File: config.mk
export PLATFORM = sky130hd
export DESIGN_NAME = byte_divider
export DESIGN_NICKNAME = d
export VERILOG_FILES = /design/src/rtl/byte_divider.sv
export SDC_FILE = /design/constraint.sdc
export NUM_CORES = 1
export LEC_CHECK = 0
export ABC_CLOCK_PERIOD_IN_PS = 2460
export CAP_MARGIN = 10
export CORE_AREA = 10 10 90 92
export CTS_CLUSTER_SIZE = 40
export DETAILED_ROUTE_END_ITERATION = 7
export DIE_AREA = 0 0 100 102
export GPL_ROUTABILITY_DRIVEN = 0
export SLEW_MARGIN = 20
export SYNTH_ARGS = -nofsm -noshare
export SYNTH_HDL_FRONTEND = slang
export SYNTH_SLANG_ARGS = --single-unit
File: constraint.sdc
create_clock -name clock -period 2.46 [get_ports clock]
set_clock_uncertainty 0.1 [all_clocks]
set_input_delay 0.492 -clock clock [delete_from_list [all_inputs] [get_ports clock]]
set_output_delay 0.492 -clock clock [all_outputs]
set_load 0.01 [all_outputs]
File: src/rtl/byte_divider.sv
// Sequential unsigned restoring divider: one quotient bit per clock, start/ready/done
// handshake, results held in output registers until the next operation completes.
module byte_divider #(
  parameter int WIDTH = 8
) (
  input  logic             clock,
  input  logic             reset_n,
  input  logic             start,
  input  logic [WIDTH-1:0] A,
  input  logic [WIDTH-1:0] B,
  output logic             ready,
  output logic             done,
  output logic [WIDTH-1:0] Quotient,
  output logic [WIDTH-1:0] Remainder,
  output logic             DivByZero
);

  localparam int CW = $clog2(WIDTH + 1);

  typedef enum logic [1:0] {S_IDLE, S_RUN, S_DONE} state_t;

  state_t           r_state, w_next;
  logic [WIDTH-1:0] r_div, r_q, r_rem;
  logic [CW-1:0]    r_cnt;

  logic [WIDTH:0]   w_s;
  logic [WIDTH+1:0] w_sum;
  logic             w_cout;
  logic [WIDTH-1:0] w_q_nxt, w_r_nxt;
  logic             w_last;

  // Trial subtraction as s + ~{0,divisor} + 1; the carry-out doubles as "no borrow".
  assign w_s     = {r_rem, r_q[WIDTH-1]};
  assign w_sum   = {1'b0, w_s} + {1'b0, ~{1'b0, r_div}} + {{(WIDTH+1){1'b0}}, 1'b1};
  assign w_cout  = w_sum[WIDTH+1];
  assign w_r_nxt = w_cout ? w_sum[WIDTH-1:0] : w_s[WIDTH-1:0];
  assign w_q_nxt = {r_q[WIDTH-2:0], w_cout};
  assign w_last  = (r_cnt == CW'(1));

  assign ready = (r_state == S_IDLE);
  assign done  = (r_state == S_DONE);

  always_comb begin
    w_next = r_state;
    case (r_state)
      S_IDLE:  if (start) w_next = (B == '0) ? S_DONE : S_RUN;
      S_RUN:   if (w_last) w_next = S_DONE;
      S_DONE:  w_next = S_IDLE;
      default: w_next = S_IDLE;
    endcase
  end

  always_ff @(posedge clock or negedge reset_n) begin
    if (!reset_n) r_state <= S_IDLE;
    else          r_state <= w_next;
  end

  always_ff @(posedge clock or negedge reset_n) begin
    if (!reset_n) begin
      r_div     <= '0;
      r_q       <= '0;
      r_rem     <= '0;
      r_cnt     <= '0;
      Quotient  <= '0;
      Remainder <= '0;
      DivByZero <= 1'b0;
    end else begin
      case (r_state)
        S_IDLE: if (start) begin
          if (B == '0) begin
            Quotient  <= '1;
            Remainder <= A;
            DivByZero <= 1'b1;
          end else begin
            r_div <= B;
            r_q   <= A;
            r_rem <= '0;
            r_cnt <= CW'(WIDTH);
          end
        end
        S_RUN: begin
          r_q   <= w_q_nxt;
          r_rem <= w_r_nxt;
          r_cnt <= r_cnt - CW'(1);
          if (w_last) begin
            Quotient  <= w_q_nxt;
            Remainder <= w_r_nxt;
            DivByZero <= 1'b0;
          end
        end
        default: ;
      endcase
    end
  end

endmodule

==> reports/qor.yml <==
status:
  status: "completed"
power:
  power.internal_uw: 2740
  seqPwrFrac_pct: 29.7
  p_switching_uw: 2010
  ir_worst_vdd_mv: 0.770
  cellPowerDensity_nw_per_um2: 1520
  power_frac_comb_pct: 57.4
  p_leak_uw: 0.00133
  clkPwrFrac_pct: 12.9
  report.power.total_uw: 4750
  swShare_pct: 42.3
placement:
  placed_area_sq_um: 3000
  dp_cells: 376
  portBuffers: 37
  dp_hpwl_microns: 4830
  dp_slack_ps: -14.5
die:
  rows: 29
  initial_core_util_pct: 38.8
  die_area_sq_um: 10200
  core_area_sq_um: 6280
  die_w_microns: 100
  chipHeight_microns: 102
  io_pins: 38
timing:
  setup_ws_ps: 110
  final_max_slew_viol_count: 0
  hold_viol: 0
  timing.final.crit_share_pct: 95.5
  rsz0062_at_grt: "yes"
  min_period_ps: 2350
  finalSetupViolations: 0
  worst_pin_slew_ps: 673
  fmax_mhz: 426
  relSlewSlack_pct: 55.1
layout:
  ff_latch_area_sq_um: 1180
  syn2layout_area_growth_pct: 28.3
  multiInputGateArea_sq_um: 1170
  num-fill-cells: 617
  drive_gt1_share_pct: 12.7
  diodes: 0
  final_util_pct: 49.8
  final_nets: 336
  fin_cells: 384
  post-route-cell-area_sq_um: 3130
synth:
  synth_mux_area_share_pct: 1.69
  synth_edf_count: 0
  yosys.area_share.simple_pct: 17.0
  async_flop_share_pct: 100
  yosysMostFrequentCell: "dfrtp_1"
  yosys_warnings: 0
  netlist.area_leader.share_pct: 48.3
  synth_seq_area_share_pct: 48.3
  synth_compound_area_share_pct: 22.1
  synth_nets: 285
  syn_area_per_cell_sq_um: 9.56
  syn_area_sq_um: 2440
  netlist_instances: 255
  ys.flop_type: "dfrtp_1"
  synth_largest_area_cell: "dfrtp_1"
  synthAdderAreaFrac_pct: 5.95
  synth_top_family_by_area: "compound AO/OA/AOI/OAI gates"
  synth_common_cells: "dfrtp_1 (47), nand2_1 (39), nor2_1 (29)"
  synth_area_leaders: "dfrtp_1 (48%), nand2_1 (6.0%), ha_1 (5.1%)"
  synth_cell_types: 49
  yosys_register_bits: 47
  synth_xor_area_share_pct: 1.08
drt:
  post_drt_wl_per_cell_microns: 16.7
  vias: 2021
  drc_errors: 0
  first_pass_iters: 4
  routed_wl_microns: 6420
  postRouteAntennaNets: 0
  vias_per_cell: 5.26
  drt_iter0_markers: 81
worst_setup_path:
  path_class: "reg -> reg"
  end_kind: "flip-flop"
  arrival_ps: 2470
  worst-path-max-fanout: 5
  cp-start-kind: "flip-flop"
  required_ps: 2580
clocking:
  cts_root_buf: "clkbuf_8"
  cts_made_buffers: 5
  ctsHoldBuffers: 0
  clk_pin_slew_ps: 90
  tritoncts: "done"
  clk_path_buf_depth: 2
  cts.htree.levels: 2
  post_cts_buffers: 0
  clk_latency_ps: 310
  cts.sink_count: 47
hold_path:
  worstHoldPathType: "in -> async"
grt:
  grt_max_degree: 30
  grt_pass1_wl_microns: 10600
  antenna_found_initial: 0
  grt_pass1_vias: 2057
  grt_use_total_pct: 12.9
  grt-ovfl-total: 0
job:
  cap_violations: 0
==> registers in the layout (all words and copies together), names as in the netlist <==
signal     cells
DivByZero      1
Quotient       8
Remainder      8
r_cnt          4
r_div          8
r_q            8
r_rem          8
r_state        2
==> cell families after synthesis <==
logic type               after synthesis
flip-flops                            47
AO/OA/AOI/OAI                         79
multiplexers                           4
adder cells (fa/ha/maj)               11
XOR/XNOR                               3
buffers and inverters                 22
AND/OR/NAND/NOR                       89
==> metal layers <==
layer	vias to the layer above	track usage (%)	part of all wire, %
li1	1007	-	-
met1	973	16.8	48
met2	37	20.5	45
met3	4	2.97	4.7
met4	0	4.57	1.4
met5	-	0	0
==> power by group through the flow <==
stage	sequential, uW	clock (uW)	combinational, uW
after floorplan	1410	0	1700
after global placement	1420	0	2650
after detailed placement	1420	0	2710
after CTS	1410	623	2720
after global routing	1460	659	3050
final	1410	613	2720
==> worst max-delay path: stages, from the launching register on <==
cell and delay, ps:
dfrtp_1 420, inv_1 90, ha_1 280, nor2b_1 130, o31a_2 330, o21ai_2 170
buf_4 160, and2_1 220, a31oi_1 140, a32oi_1 220
==> final cells by class <==
cell class	count	share of cell area [%]
repair buffers	53	16.3
inverters	13	1.56
well taps	77	3.08
flip-flops and latches	47	37.6
clock buffers	6	2.64
clock inverters	2	1.24
multi-input cells	186	37.6
==> timing repair <==
item / CTS / global route
endpoints found under the setup margin: 0 / 3
gates resized for setup: 0 / 2
endpoints found under the hold margin: 0 / 0
==> layout by cell type, fill, tap and decap left out, types with 2 or more instances in the layout <==
cell type	netlist	final
o22a_1	7	7
ha_1	10	10
a21oi_1	9	9
dfrtp_1	47	47
nor4_2	2	2
clkdlybuf4s50_1	0	36
a31oi_1	13	13
clkbuf_8	0	6
o21ai_1	2	2
a21boi_1	2	2
mux2i_1	3	3
xor2_1	2	2
buf_4	2	14
o21a_1	5	5
inv_1	13	13
a32oi_1	3	2
and2_1	2	2
nor2_1	29	29
o21ai_0	17	17
nand2_1	39	39
buf_12	0	2
or4_1	3	3
o22ai_1	7	7
nand3_1	2	2
nor2b_1	4	4
==> metrics by stage <==
step | hold slack, ps | TNS [ps]
2_1_floorplan | 96.4 | 0
3_3_place_gp | 369 | 0
3_5_place_dp | 370 | -14.5
4_1_cts | 134 | 0
5_1_grt | 157 | -20.9
6_report | 118 | 0
==> path summary, 6_finish.rpt <==
check,startpoint,end,slack [ps],depth (start not counted)
max reg2reg,r_div[1],Remainder[2],110,9
min in group clock,r_rem[7],r_rem[7],390,2
max,r_div[1],Remainder[2],110,9
max in group asynchronous,reset_n,r_div[0],1540,2
min reg2reg,r_rem[7],r_rem[7],390,2
min,reset_n,r_rem[6],120,1
Note: power is estimated with default switching activity, not from simulation.
